### src/rtl/fma_pkg.sv
// Shared FMA datapath constants and types.
// The alignment exponent logic and the post-addition normalizer both use
// MSB_OFS so that they agree on where the binary point of the sum sits.
package fma_pkg;
  localparam int SUM_W   = 76;          // sum magnitude width
  localparam int MAN_W   = 27;          // {significand, guard, round, sticky}
  localparam int SIG_W   = MAN_W - 3;   // significand incl. hidden 1
  localparam int EXP_W   = 10;          // signed true exponent width
  localparam int LZC_W   = 7;           // enough to hold 0..SUM_W
  localparam int EMAX    = 127;
  localparam int EMIN    = -126;
  localparam int MSB_OFS = 2;           // sum MSB weight is 2^(exp_tmp+MSB_OFS)

  typedef struct packed {
    logic signed [EXP_W-1:0] exp;
    logic [MAN_W-1:0]        man;
    logic                    zero;
    logic                    ovf;
    logic                    unf;
  } norm_res_t;
endpackage

### src/rtl/exp_normalizer_if.sv
// Handshake and data bundle for the exponent normalizer.
//   slave  : the normalizer side (accepts operands, presents results)
//   master : the surrounding datapath (sends operands, consumes results)
interface exp_normalizer_if;
  import fma_pkg::*;

  logic                    in_valid;
  logic                    in_ready;
  logic signed [EXP_W-1:0] exp_tmp;
  logic [SUM_W-1:0]        sum_mag;
  logic                    out_valid;
  logic                    out_ready;
  logic signed [EXP_W-1:0] exp_out;
  logic [MAN_W-1:0]        man_out;
  logic                    zero_flag;
  logic                    ovf_flag;
  logic                    unf_flag;

  modport slave (
    input  in_valid, exp_tmp, sum_mag, out_ready,
    output in_ready, out_valid, exp_out, man_out, zero_flag, ovf_flag, unf_flag
  );

  modport master (
    output in_valid, exp_tmp, sum_mag, out_ready,
    input  in_ready, out_valid, exp_out, man_out, zero_flag, ovf_flag, unf_flag
  );
endinterface

### src/rtl/lzc76.sv
// Combinational leading-zero counter over SUM_W bits.
//   in  : value to scan (MSB first)
//   cnt : number of leading zeros, SUM_W for an all-zero input
module lzc76
  import fma_pkg::*;
(
  input  logic [SUM_W-1:0] in,
  output logic [LZC_W-1:0] cnt
);
  localparam int TREE_W = 1 << LZC_W;

  // Padding the low end with ones bounds the search: an all-zero input hits
  // the first pad bit and naturally reports SUM_W, and every tree node at
  // the root is valid, so no special case is needed.
  function automatic logic [LZC_W-1:0] tree(input logic [TREE_W-1:0] pad);
    logic [TREE_W-1:0]            v;
    logic [TREE_W-1:0][LZC_W-1:0] c;
    for (int i = 0; i < TREE_W; i++) begin
      v[i] = pad[TREE_W-1-i];
      c[i] = '0;
    end
    // Node i of level l merges nodes 2i (upper half) and 2i+1 (lower half)
    // of level l-1; in-place update is safe because 2i >= i.
    for (int l = 1; l <= LZC_W; l++) begin
      for (int i = 0; i < (TREE_W >> l); i++) begin
        c[i] = v[2*i] ? c[2*i] : (c[2*i+1] | LZC_W'(1 << (l-1)));
        v[i] = v[2*i] | v[2*i+1];
      end
    end
    return c[0];
  endfunction

  always_comb cnt = tree({in, {(TREE_W-SUM_W){1'b1}}});
endmodule

### src/rtl/exp_normalizer.sv
// Post-addition normalizer of the FMA datapath.
// S1 registers the operands and counts leading zeros, S2 shifts the sum and
// adjusts the exponent, S3 packs {significand, G, R, S} and range flags.
//   clk, rst : clock, synchronous active-high reset
//   bus      : slave side of exp_normalizer_if (valid/ready in and out)
module exp_normalizer
  import fma_pkg::*;
(
  input logic            clk,
  input logic            rst,
  exp_normalizer_if.slave bus
);
  localparam int STAGES = 3;

  logic [STAGES:0]         vld_pipe;
  logic                    stall;
  logic signed [EXP_W-1:0] s1_exp, s2_exp;
  logic [SUM_W-1:0]        s1_sum, s2_sh;
  logic                    s2_zero;
  logic [LZC_W-1:0]        lzc;
  norm_res_t               s3, s3_nxt;

  // Whole pipe freezes on output backpressure; otherwise bubbles advance.
  assign stall        = vld_pipe[STAGES] & ~bus.out_ready;
  assign bus.in_ready = ~stall;
  assign vld_pipe[0]  = bus.in_valid;

  lzc76 u_lzc (.in(s1_sum), .cnt(lzc));

  always_ff @(posedge clk) begin
    if (rst) begin
      vld_pipe[STAGES:1] <= '0;
      s3                 <= '0;
    end else if (!stall) begin
      vld_pipe[STAGES:1] <= vld_pipe[STAGES-1:0];
      s3                 <= s3_nxt;
    end
  end

  // Data stages carry no reset; their contents only matter under a valid.
  always_ff @(posedge clk) begin
    if (!stall) begin
      s1_exp  <= bus.exp_tmp;
      s1_sum  <= bus.sum_mag;
      s2_sh   <= s1_sum << lzc;
      s2_exp  <= s1_exp + EXP_W'(MSB_OFS)
                 - $signed({{(EXP_W-LZC_W){1'b0}}, lzc});
      s2_zero <= (lzc == LZC_W'(SUM_W));
    end
  end

  always_comb begin
    s3_nxt      = '0;
    s3_nxt.zero = s2_zero;
    s3_nxt.man  = {s2_sh[SUM_W-1 -: SIG_W],
                   s2_sh[SUM_W-SIG_W-1],
                   s2_sh[SUM_W-SIG_W-2],
                   |s2_sh[SUM_W-SIG_W-3:0]};
    // Zero result: exponent is meaningless, report a clean zero instead.
    if (!s2_zero) begin
      s3_nxt.exp = s2_exp;
      s3_nxt.ovf = s2_exp > EMAX;
      s3_nxt.unf = s2_exp < EMIN;
    end
  end

  assign bus.out_valid = vld_pipe[STAGES];
  assign bus.exp_out   = s3.exp;
  assign bus.man_out   = s3.man;
  assign bus.zero_flag = s3.zero;
  assign bus.ovf_flag  = s3.ovf;
  assign bus.unf_flag  = s3.unf;
endmodule

### src/flat_wrapper.sv
// flat-port wrapper written by rule: the top's interface ports become plain ports
module exp_normalizer_flat import fma_pkg::*;
  (clk, rst, bus_in_valid, bus_exp_tmp, bus_sum_mag, bus_out_ready, bus_in_ready, bus_out_valid, bus_exp_out, bus_man_out, bus_zero_flag, bus_ovf_flag, bus_unf_flag);
  exp_normalizer_if bus_i ();
  input logic clk;
  input logic rst;
  input wire logic [$bits(bus_i.in_valid)-1:0] bus_in_valid;
  input wire logic [$bits(bus_i.exp_tmp)-1:0] bus_exp_tmp;
  input wire logic [$bits(bus_i.sum_mag)-1:0] bus_sum_mag;
  input wire logic [$bits(bus_i.out_ready)-1:0] bus_out_ready;
  output wire logic [$bits(bus_i.in_ready)-1:0] bus_in_ready;
  output wire logic [$bits(bus_i.out_valid)-1:0] bus_out_valid;
  output wire logic [$bits(bus_i.exp_out)-1:0] bus_exp_out;
  output wire logic [$bits(bus_i.man_out)-1:0] bus_man_out;
  output wire logic [$bits(bus_i.zero_flag)-1:0] bus_zero_flag;
  output wire logic [$bits(bus_i.ovf_flag)-1:0] bus_ovf_flag;
  output wire logic [$bits(bus_i.unf_flag)-1:0] bus_unf_flag;
  assign bus_i.in_valid = bus_in_valid;
  assign bus_i.exp_tmp = bus_exp_tmp;
  assign bus_i.sum_mag = bus_sum_mag;
  assign bus_i.out_ready = bus_out_ready;
  assign bus_in_ready = bus_i.in_ready;
  assign bus_out_valid = bus_i.out_valid;
  assign bus_exp_out = bus_i.exp_out;
  assign bus_man_out = bus_i.man_out;
  assign bus_zero_flag = bus_i.zero_flag;
  assign bus_ovf_flag = bus_i.ovf_flag;
  assign bus_unf_flag = bus_i.unf_flag;
  exp_normalizer u_core (.clk(clk), .rst(rst), .bus(bus_i));
endmodule
### config.mk
export PLATFORM = sky130hd
export DESIGN_NAME = exp_normalizer_flat
export DESIGN_NICKNAME = d
export VERILOG_FILES = /design/src/rtl/fma_pkg.sv /design/src/rtl/exp_normalizer_if.sv /design/src/rtl/lzc76.sv /design/src/rtl/exp_normalizer.sv /design/src/flat_wrapper.sv
export SDC_FILE = /design/constraint.sdc
export NUM_CORES = 1
export LEC_CHECK = 0
export BUFFER_PORTS_ARGS = -buffer_cell sky130_fd_sc_hd__buf_2
export CAP_MARGIN = 20
export CORE_ASPECT_RATIO = 1.4
export CORE_UTILIZATION = 50
export DETAILED_ROUTE_END_ITERATION = 16
export MAX_ROUTING_LAYER = met4
export PLACE_DENSITY = 0.69
export SLEW_MARGIN = 10
export SYNTH_ARGS = -nofsm -noshare
export SYNTH_HDL_FRONTEND = slang
export SYNTH_SLANG_ARGS = --single-unit
### constraint.sdc
create_clock -name clk -period 19.8 [get_ports clk]
set_clock_uncertainty 0.15 [all_clocks]
set_input_delay 4.95 -clock clk [delete_from_list [all_inputs] [get_ports clk]]
set_output_delay 4.95 -clock clk [all_outputs]
set_load 0.01 [all_outputs]
==> After elaboration in Yosys (flattened, before gate mapping) <==
Index checks and enable logic that the tools add are counted.
{ "word_totals": {"reg_bits": 216, "latchBits": 0, "ram_bits": 0, "mem_bits_ro": 0, "in_bits": 90, "elab_cells": 172, "n_memories": 0} }
{ "op_classes": {"addsub": 2, "multipliers": 0, "div": 0, "n_lt_le_gt_ge": 2, "n_eq_ne": 1, "shifts": 1, "n_mux": 78, "n_bitwise": 76, "n_reduce_logical": 1} }
{ "op_table": {"columns": ["operator", "count"], "rows": [
  ["7-bit two-way mux", 13],
  ["76-bit by 7-bit left shift with 76-bit output", 1],
  ["1-bit bitwise OR", 73],
  ["50-bit OR reduction", 1],
  ["1-bit two-way mux", 38],
  ["2-bit two-way mux", 19],
  ["3-bit two-way mux", 6],
  ["10-bit by 3-bit adder with 10-bit output, second input constant", 1],
  ["10-bit by 8-bit > comparator with 1-bit output, second input constant", 1],
  ["10-bit by 8-bit < comparator with 1-bit output, second input constant", 1],
  ["10-bit two-way mux", 1],
  ["10-bit by 8-bit subtractor with 10-bit output", 1],
  ["7-bit == test, second input constant", 1],
  ["6-bit two-way mux", 1],
  ["1-bit NOT", 2],
  ["1-bit AND", 1]
]} }

==> Longest topological paths before layout <==
Gate-level depths: netlist of the first run.
{ "logic_depth": {"word_depth": 8, "ltp_mapped": 24, "ltp_nobuf": 19} }

==> Hierarchy <==
A second synthesis of the first run with hierarchy kept.
{ "hier_totals": {"cells_unflattened": 1156, "hier_area_um2": 13131.3} }
{ "by_module_without_submodules": {"columns": ["module", "n_inst", "cells_per_inst", "area_each_um2"], "rows": [
  ["exp_normalizer", 1, 1008, 12266.8],
  ["lzc76", 1, 148, 864.6]
]} }

==> Least setup slack after synthesis of the first run <==
No wires, ideal clock.
{ "synth_timing": {"path_type": "input to output", "startpoint": "input port bus_out_ready", "endpoint": "output port bus_in_ready", "arrival_ps": 10209, "required_ps": 14700, "slack_ps": 4491, "stages": 4, "path_buffers": 2, "path_cell_list": "nor2b_1 clkbuf_1 clkinv_1 clkbuf_1"} }
{ "synth_via": {"elab_chain_len": 3} }
{ "synth_rtl": {"columns": ["element", "line_no", "source"], "rows": [
  ["start: declaration", "flat_wrapper.sv:10", "input wire logic [$bits(bus_i.out_ready)-1:0] bus_out_ready;"],
  ["1-bit NOT", "exp_normalizer.sv:24", "assign stall = vld_pipe[STAGES] & ~bus.out_ready;"],
  ["1-bit AND", "exp_normalizer.sv:24", null],
  ["1-bit NOT", "exp_normalizer.sv:25", "assign bus.in_ready = ~stall;"],
  ["end: declaration", "flat_wrapper.sv:11", "output wire logic [$bits(bus_i.in_ready)-1:0] bus_in_ready;"]
]} }
No other way between the ends.

==> Worst setup path in the final report of the first run <==
Same ends and word-level chain as after synthesis.

==> results of run 1 <==
## worst max-delay path: cells and delay by family
family / cells / cell delay [ns]
buffers and inverters: 4 / 1.24
and+or+nand+nor: 1 / 0.03
## worst min-delay path by stage
stage	start	endpoint	slack (ns)	depth (start not counted)
after floorplan	u_core.vld_pipe[1]$_SDFFE_PP0N_	u_core.vld_pipe[1]$_SDFFE_PP0N_	0.28	2
after global placement	u_core.bus.ovf_flag$_SDFFE_PP0N_	u_core.bus.ovf_flag$_SDFFE_PP0N_	0.29	2
after detailed placement	u_core.bus.man_out[6]$_SDFFE_PP0N_	u_core.bus.man_out[6]$_SDFFE_PP0N_	0.29	2
after CTS	u_core.bus.exp_out[1]$_SDFFE_PP0N_	u_core.bus.exp_out[1]$_SDFFE_PP0N_	0.30	2
after global routing	u_core.bus.unf_flag$_SDFFE_PP0N_	u_core.bus.unf_flag$_SDFFE_PP0N_	0.32	2
final	u_core.bus.exp_out[3]$_SDFFE_PP0N_	u_core.bus.exp_out[3]$_SDFFE_PP0N_	0.30	2
## Yosys cell counts (28+ instances only)
library cell,instances,share of area [%]
a21oi_1,112,3.8
inv_1,33,0.85
mux2i_1,134,9.2
dfxtp_1,43,5.9
nor2_1,107,2.7
nand2_1,163,4.2
buf_2,29,0.99
o21ai_0,56,1.9
a211oi_1,34,1.7
nor4_1,28,1.2
a22oi_1,32,1.6
edfxtp_1,173,36
nand3_1,44,1.5
clkbuf_1,74,1.9
## stage by stage
stage	hold slack, ns	setup WS (ns)
floorplan	0.282	4.49
global placement	0.287	8.39
detailed placement	0.293	8.37
CTS	0.302	8.36
global route	0.320	8.23
finish	0.298	8.39
## placed cells by master, fill, tap and decap left out, types with 6 or more instances in the layout
cell type / Yosys / layout
a21oi_1: 112 / 111
nand3b_1: 10 / 10
a32oi_1: 9 / 9
mux2_2: 26 / 26
nand2_1: 163 / 163
ha_1: 15 / 15
and2_1: 10 / 9
o31ai_1: 11 / 11
a211o_1: 8 / 8
nand4_1: 12 / 12
edfxtp_1: 173 / 173
o221ai_1: 10 / 10
and3_1: 8 / 8
a211oi_1: 34 / 32
xnor2_1: 7 / 7
o21ai_0: 56 / 55
inv_1: 33 / 33
buf_4: 12 / 23
clkbuf_16: 0 / 21
a221oi_1: 25 / 25
o41ai_1: 6 / 6
mux4_2: 10 / 10
nor4_1: 28 / 28
buf_2: 29 / 131
clkinv_1: 1 / 9
dfxtp_1: 43 / 43
or4_1: 6 / 6
mux2i_1: 134 / 134
a22oi_1: 32 / 32
nor4_2: 8 / 8
a21o_1: 7 / 7
a22o_1: 21 / 21
a31oi_1: 16 / 16
nor3_1: 23 / 23
nor2_1: 107 / 107
o211ai_1: 26 / 26
o22ai_1: 26 / 26
nand3_1: 44 / 44
## power by group through the flow
stage	clock, mW	combinational (mW)	sequential [mW]
CTS	0.402	0.262	0.589
floorplan	0	0.177	0.587
detailed placement	0	0.261	0.599
finish	0.395	0.270	0.590
global placement	0	0.259	0.597
global route	0.420	0.287	0.596
## layer usage
| layer | vias to the layer above | part of all wire [%] |
|---|---|---|
| met5 | - | 0 |
| met4 | 0 | 7.5 |
| met3 | 203 | 8.0 |
| met2 | 819 | 47 |
| met1 | 6341 | 38 |
| li1 | 6012 | - |
## layout make-up
| class | count | area (um^2) |
|---|---|---|
| sequential | 216 | 6060 |
| clock inverter | 15 | 145 |
| tap | 375 | 469 |
| timing repair buffer | 155 | 848 |
| multi-input combinational | 1127 | 7820 |
| inverter | 40 | 160 |
| fill | 2584 | 12600 |
| clock buffer | 22 | 529 |
## cells by family after synthesis
| family | after synthesis |
|---|---|
| multiplexers | 170 |
| XOR/XNOR | 8 |
| AND/OR/NAND/NOR | 448 |
| flip-flops | 216 |
| AO/OA/AOI/OAI | 485 |
| buffers and inverters | 172 |
| adder cells (fa/ha/maj) | 16 |
## sequential cells by signal, indices dropped and copies added, names as in the netlist
| register | count |
|---|---|
| u_core.bus.zero_flag | 1 |
| u_core.bus.unf_flag | 1 |
| u_core.s1_exp | 10 |
| u_core.s2_sh | 76 |
| u_core.vld_pipe | 2 |
| u_core.s1_sum | 76 |
| u_core.bus.ovf_flag | 1 |
| u_core.s2_exp | 10 |
| u_core.bus.out_valid | 1 |
| u_core.s2_zero | 1 |
| u_core.bus.man_out | 27 |
| u_core.bus.exp_out | 10 |
==> results.yml, run 1 <==
status:
  status: "finished, final reports clean"
grt:
  overflow: 0
  grt_pass1_wl_um: 73900
  use_met2_pct: 53.9
  grt_max_degree: 134
  antenna_found_initial: 0
  grt_pass1_vias: 12303
  grt_use_met1_pct: 39.5
  gr-usage-all-layers_pct: 33.5
  met3_usage_pct: 4.49
  top_usage_layer: "met2"
worst_setup_path:
  start_kind: "input port"
  cp.arrival_ns: 6.31
  cp_max_fo: 133
  r2r_start: "u_core.s1_sum[46]$_DFFE_PN_"
  critical_path_class: "input port to primary output"
  critPathRequiredTime_ns: 14.70
  cp-endpoint: "bus_in_ready"
  endpoint_kind: "primary output"
  cpPeakStageDelay_ns: 0.61
  crit_slowest_cell: "inv_8"
  r2r_end: "u_core.s2_sh[66]$_DFFE_PN_"
  cpMostUsedCell: "buf_2"
  rr_worst_depth: 12
  path_cells: "buf_2 -> nor2b_4 -> buf_4 -> inv_8 -> buf_2"
  regToRegSetupSlack_ns: 13.37
  crit_start: "bus_out_ready"
timing:
  slew_headroom_pct: 26.8
  setup-violations-final: 0
  fmax_ghz: 0.0877
  fin_crit_sh_pct: 57.6
  tns_ns: 0
  period_minus_slack_ns: 11.41
  slew_viol_final: 0
  worstMarginPinSlew_ns: 1.09
  rsz0062_at_grt: "false"
  hold_viol: 0
synthesis:
  synthXorXnorAreaFrac_pct: 0.479
  synth_top_family_by_area: "compound AO/OA/AOI/OAI gates"
  synthCells: 1515
  yosys_register_bits: 216
  synth_compound_area_share_pct: 23.6
  synth_flop_cell: "edfxtp_1"
  syn_area_mm2: 0.0146
  synth-async-reset-ratio_pct: 0
  seq_area_frac_synth_pct: 41.4
  synth-edff-count: 173
  synth_fa_ha_area_share_pct: 1.42
  postSynthAreaPerCell_um2: 9.66
  synth_mux_area_share_pct: 12.7
  synth_warnings: 0
  synthSimpleGateAreaFrac_pct: 14.9
  synth_fp_nets: 1621
  synth_cell_types: 95
drt:
  drtPass1Iterations: 6
  wl_per_cell_um: 25.1
  drt-initial-drc-count: 1728
  vias: 13375
  drc: 0
  routed_wl_um: 49000
  postRouteAntennaNets: 0
  vias_per_cell: 6.86
floorplan:
  dieWidth_um: 147
  coreArea_mm2: 0.0286
  num_rows: 73
  die_area_mm2: 0.0300
  chipHeight_um: 204
  io_pins: 132
  start_util_pct: 51.2
placed_design:
  dp_cells: 1912
  dpl_cell_area_mm2: 0.0153
  hpwl_um: 35200
  port_buffers: 131
  gp_congestion: 1.07
clock_network:
  cts_tree: "done"
  holdBufCountCts: 0
  cts_resized: 0
  cts.sinks: 216
  clockBufferDepth: 3
  root_buffer: "clkbuf_16"
  cts_buffers: 21
  htree_levels: 1
  cts_setup_buffers: 0
  clock_latency_ns: 0.53
  clk_pin_slew_ns: 0.06
power_and_ir_drop:
  p_sw_mw: 0.370
  total_leakage_power_nw: 6.25
  power.density_mw_per_mm2: 78.4
  p_int_mw: 0.886
  p_sw_share_pct: 29.4
  seqPwrFrac_pct: 47.0
  clkPwrFrac_pct: 31.5
  peakVddDrop_uv: 67.8
  pwr-share-comb_pct: 21.5
  p_total_mw: 1.26
layout:
  drive_above_1_share_pct: 17.0
  finish.instance_area_mm2: 0.0160
  nNetsFinal: 1667
  num_antenna_cells: 0
  final_cells: 1950
  area_growth_pct: 9.52
  post-route-util_pct: 56.1
flow_run:
  max_cap_viol_count: 0
worst_hold_path:
  min_path_type: "flip-flop to flip-flop"
Note: power is estimated with default switching activity, not from simulation.
==> run 2: changes to the inputs <==
ABC_AREA = 1   (was default)
clock period = 11.2 ns   (was 19.8 ns; I/O delays follow)
==> results.yml, run 2 <==
synthesis:
  synth-edff-count: 173
  synth_cell_types: 41
  yosys_register_bits: 216
  syn_area_mm2: 0.0138
  seq_area_frac_synth_pct: 44.0
  synth_flop_cell: "edfxtp_1"
  synth.most_common_cell: "nand3_1"
  synth.cells.most_frequent: "nand3_1, nand2_1, edfxtp_1"
  postSynthAreaPerCell_um2: 7.61
  synth.top_cell.area_share_pct: 37.7
  synthCells: 1809
  synth_fp_nets: 1915
  yosys.area.top_type: "edfxtp_1"
  synth_warnings: 0
  synth_area_leaders: "edfxtp_1, nand3_1, nand2_1, dfxtp_1, nor2_1"
  synth-async-reset-ratio_pct: 0
clock_network:
  clock_latency_ns: 0.51
  cts_tree: "done"
  cts_buffers: 21
  cts.sinks: 216
  clockBufferDepth: 3
  holdBufCountCts: 0
  cts_setup_buffers: 0
  root_buffer: "clkbuf_16"
  clk_pin_slew_ns: 0.06
  cts_resized: 0
  htree_levels: 1
layout:
  finish.instance_area_mm2: 0.0150
  num_antenna_cells: 0
  drive_above_1_share_pct: 12.0
  fillers: 2679
  area_growth_pct: 8.96
  final_common_cell: "nand3_1"
  final_cell_mix: "nand3_1, nand2_1, edfxtp_1, nor2_1, buf_2"
  post-route-util_pct: 55.7
  nNetsFinal: 1968
grt:
  grt_max_degree: 131
  grt_pass1_vias: 12018
  grt_pass1_wl_um: 66000
  overflow: 0
  gr-usage-all-layers_pct: 31.8
  antenna_found_initial: 0
floorplan:
  dieWidth_um: 142
  coreArea_mm2: 0.0269
  start_util_pct: 51.1
  die_area_mm2: 0.0282
  num_rows: 71
  chipHeight_um: 198
  io_pins: 132
worst_setup_path:
  endpoint_kind: "primary output"
  cp_max_fo: 130
  cpPeakStageDelay_ns: 0.59
  r2r_start: "u_core.s1_sum[39]$_DFFE_PN_"
  path_cells: "buf_2 -> nor2_2 -> buf_4 -> inv_8 -> buf_2"
  crit_slowest_cell: "inv_8"
  critPathRequiredTime_ns: 8.25
  r2r_end: "u_core.s2_exp[8]$_DFFE_PN_"
  critical_path_class: "input port to primary output"
  cpMostUsedCell: "buf_2"
  cp.arrival_ns: 4.10
  regToRegSetupSlack_ns: 5.78
  rr_worst_depth: 23
  start_kind: "input port"
drt:
  vias: 13108
  postRouteAntennaNets: 0
  routed_wl_um: 42700
  drc: 0
  drtPass1Iterations: 6
  wl_per_cell_um: 19.1
  drt-initial-drc-count: 1376
  vias_per_cell: 5.85
status:
  status: "finished, final reports clean"
power_and_ir_drop:
  p_sw_share_pct: 30.6
  clkPwrFrac_pct: 29.4
  power.density_mw_per_mm2: 142
  pwr-share-comb_pct: 22.5
  peakVddDrop_uv: 128
  total_leakage_power_nw: 6.81
  p_int_mw: 1.48
  p_total_mw: 2.13
  seqPwrFrac_pct: 48.1
  p_sw_mw: 0.653
placed_design:
  gp_congestion: 0.989
  port_buffers: 131
  pre_cts_ws_ns: 4.16
  hpwl_um: 31700
  dpl_cell_area_mm2: 0.0144
worst_hold_path:
  holdPathStages: 2
  min_path_type: "flip-flop to flip-flop"
  holdPathEnd: "u_core.bus.exp_out[9]$_SDFFE_PP0N_"
  worstHoldStart: "u_core.bus.exp_out[9]$_SDFFE_PP0N_"
timing:
  setup-violations-final: 0
  rsz0062_at_grt: "false"
  fin_ws_ns: 4.15
  fmax_ghz: 0.142
  slew_viol_final: 0
  worstMarginPinSlew_ns: 1.05
  hold_viol: 0
  tns_ns: 0
  slew_headroom_pct: 29.8
  fin_crit_sh_pct: 62.9
  period_minus_slack_ns: 7.05
flow_run:
  max_cap_viol_count: 0
==> run 2: stage by stage <==
stage / instances / hold slack (ns)
after floorplan: 1809 / 0.280
after global placement: 2204 / 0.290
after detailed placement: 2204 / 0.305
after CTS: 2241 / 0.315
after global routing: 2241 / 0.341
final: 2241 / 0.313
==> run 2: power by group through the flow <==
stage,logic [mW],clock network (mW),registers [mW]
final,0.480,0.628,1.03
after global routing,0.534,0.671,1.04
after CTS,0.474,0.647,1.03
after detailed placement,0.473,0,1.04
after global placement,0.469,0,1.04
after floorplan,0.317,0,1.04
==> run 2: worst max path at each step <==
stage / end / start
2_1_floorplan: bus_in_ready / bus_out_ready
3_3_place_gp: bus_in_ready / bus_out_ready
5_1_grt: bus_in_ready / bus_out_ready
6_report: bus_in_ready / bus_out_ready
4_1_cts: bus_in_ready / bus_out_ready
3_5_place_dp: bus_in_ready / bus_out_ready
==> run 2: layer usage <==
layer / part of all wire [%] / routed length (um) / track usage, % / vias to the layer above
li1: - / - / - / 6404
met1: 40 / 17000 / 37.5 / 6076
met2: 49 / 21100 / 53.4 / 512
met3: 5.1 / 2200 / 3.02 / 116
met4: 5.9 / 2520 / 17.1 / 0
met5: 0 / 0 / - / -
==> run 2: critical path: cells and delay by family <==
family,cells,cell delay [ns]
buffers and inverters,4,1.17
AND/OR/NAND/NOR,1,0.03
==> run 2: area by class of cell <==
class / instances / area [um^2] / area share, %
tap: 365 / 457 / 3.05
timing repair buffer: 147 / 776 / 5.17
multi-input combinational: 1331 / 6560 / 43.7
clock buffer: 26 / 544 / 3.63
clock inverter: 11 / 52.6 / 0.350
inverter: 145 / 552 / 3.68
sequential: 216 / 6060 / 40.4
==> run 2: logic make-up after synthesis <==
group / share of synthesized area (%)
and+or+nand+nor: 40.8
buffers and inverters: 8.50
DFF: 44.0
AOI/OAI and AO/OA: 4.77
adders and majority gates: 1.51
xor gates and xnor gates: 0.446
==> run 3: changes to the inputs <==
clock period = 7.4 ns   (was 11.2 ns; I/O delays follow)
==> results.yml, run 3 (synthesis results as in run 2) <==
floorplan:
  coreArea_mm2: 0.0269
  io_pins: 132
  die_area_mm2: 0.0282
  dieWidth_um: 142
  num_rows: 71
  start_util_pct: 51.1
  chipHeight_um: 198
layout:
  final_cells: 2244
  drive_above_1_share_pct: 12.5
  post-route-util_pct: 56.4
  final_common_cell: "nand3_1"
  final_cell_mix: "nand3_1, nand2_1, edfxtp_1, nor2_1, buf_2"
  num_antenna_cells: 0
  fillers: 2662
  area_growth_pct: 10.3
  nNetsFinal: 1969
timing:
  period_minus_slack_ns: 4.97
  hold_viol: 0
  worstMarginPinSlew_ns: 1.05
  tns_ns: 0
  setup-violations-final: 0
  fin_ws_ns: 2.43
  slew_headroom_pct: 29.6
  rsz0062_at_grt: "false"
  fmax_ghz: 0.201
  fin_crit_sh_pct: 67.2
  slew_viol_final: 0
worst_hold_path:
  min_path_type: "flip-flop to flip-flop"
  holdPathStages: 2
  worstHoldStart: "u_core.vld_pipe[2]$_SDFFE_PP0N_"
  holdPathEnd: "u_core.vld_pipe[2]$_SDFFE_PP0N_"
clock_network:
  clock_latency_ns: 0.53
  cts.sinks: 216
  clk_pin_slew_ns: 0.06
  cts_resized: 0
  holdBufCountCts: 0
  cts_setup_buffers: 0
  cts_buffers: 22
  clockBufferDepth: 3
  root_buffer: "clkbuf_16"
  cts_tree: "done"
  htree_levels: 1
worst_setup_path:
  r2r_end: "u_core.s2_exp[9]$_DFFE_PN_"
  rr_worst_depth: 24
  cp.arrival_ns: 5.09
  regToRegSetupSlack_ns: 2.43
  start_kind: "flip-flop"
  cpMostUsedCell: "nor2_1"
  r2r_start: "u_core.s1_sum[67]$_DFFE_PN_"
  cpPeakStageDelay_ns: 0.70
  path_cells: "inv_2 -> nand2_2 -> nor2_2 -> nand3_1 -> nor2_4 -> nand3_1 -> nand2_2 -> buf_4 -> nand3_4 -> inv_1 -> ha_1 -> inv_1 -> ha_1 -> fa_1 -> nand3_1 -> nand2_1 -> a21oi_1 -> nor2_1 -> nor2_1 -> nor2_1 -> nor2_1 -> nor2_1 -> nor2_1 -> xor2_1"
  critical_path_class: "flip-flop to flip-flop"
  endpoint_kind: "flip-flop"
  crit_slowest_cell: "buf_4"
  cp_max_fo: 83
  critPathRequiredTime_ns: 7.52
power_and_ir_drop:
  peakVddDrop_uv: 203
  power.density_mw_per_mm2: 229
  total_leakage_power_nw: 6.92
  p_total_mw: 3.47
placed_design:
  hpwl_um: 33000
  gp_congestion: 0.989
  dp_cells: 2204
  port_buffers: 131
  pre_cts_ws_ns: 2.48
grt:
  grt_pass1_vias: 12279
  antenna_found_initial: 0
  grt_pass1_wl_um: 66400
  grt_max_degree: 84
  gr-usage-all-layers_pct: 32.1
  overflow: 0
drt:
  drc: 0
  drt-initial-drc-count: 1066
  met3WireLength_um: 2320
  wl_met2_um: 21600
  postRouteAntennaNets: 0
  vias_per_cell: 5.90
  vias: 13245
  routed_wl_um: 43400
  wl_per_cell_um: 19.3
  drtPass1Iterations: 9
  wl_met1_um: 16800
  route.top_layer_used: "met4"
flow_run:
  max_cap_viol_count: 0
status:
  status: "finished, final reports clean"
[run 3: cell count changes in the layout (fill, tap and decap cells not counted), sizes merged]
| cell | before | now |
|---|---|---|
| bufinv | 0 | 3 |
| clkbuf | 26 | 31 |
| clkinv | 13 | 8 |
| clkinvlp | 2 | 0 |
| inv | 141 | 143 |
[run 3: worst max path at each step]
stage | from | end | slack [ns]
3_5_place_dp | bus_out_ready | bus_in_ready | 2.48
2_1_floorplan | bus_out_ready | bus_in_ready | 0.86
4_1_cts | bus_out_ready | bus_in_ready | 2.47
3_3_place_gp | bus_out_ready | bus_in_ready | 2.49
6_report | u_core.s1_sum[67]$_DFFE_PN_ | u_core.s2_exp[9]$_DFFE_PN_ | 2.43
5_1_grt | u_core.s1_sum[65]$_DFFE_PN_ | u_core.s2_exp[9]$_DFFE_PN_ | 2.04
[run 3: stage by stage]
stage	hold WS, ns	instance area [um^2]
finish	0.308	15200
floorplan	0.280	13800
CTS	0.312	15200
detailed placement	0.303	14400
global placement	0.295	14400
global route	0.336	15200
[run 3: power breakdown]
group | total [mW] | switching, mW | internal, mW
combinational | 0.733 | 0.500 | 0.234
sequential | 1.55 | 0.0637 | 1.49
clock | 1.19 | 0.455 | 0.734
total | 3.47 | 1.02 | 2.46
[run 3: critical path, delay by kind of cell (launching register included)]
| family | cells | cell delay [ns] |
|---|---|---|
| flip-flops | 1 | 0.44 |
| XOR/XNOR | 1 | 0.07 |
| buffers and inverters | 4 | 1.01 |
| AND/OR/NAND/NOR | 15 | 1.98 |
| AO/OA/AOI/OAI | 1 | 0.13 |
| adder cells (fa/ha/maj) | 3 | 0.86 |
[run 3: routing by layer]
layer / vias up / global-route usage [%]
met3: 117 / 3.46
met4: 0 / 18.4
li1: 6424 / -
met1: 6146 / 36.4
met2: 558 / 54.9
met5: - / -
[run 3: cell type report]
class / count / area [um^2] / share of cell area, %
Tap cell: 365 / 457 / 3.01
Clock buffer: 31 / 667 / 4.39
Sequential cell: 216 / 6060 / 39.9
Timing Repair Buffer: 147 / 776 / 5.11
Clock inverter: 9 / 125 / 0.824
Multi-Input combinational cell: 1331 / 6550 / 43.2
Inverter: 145 / 552 / 3.63
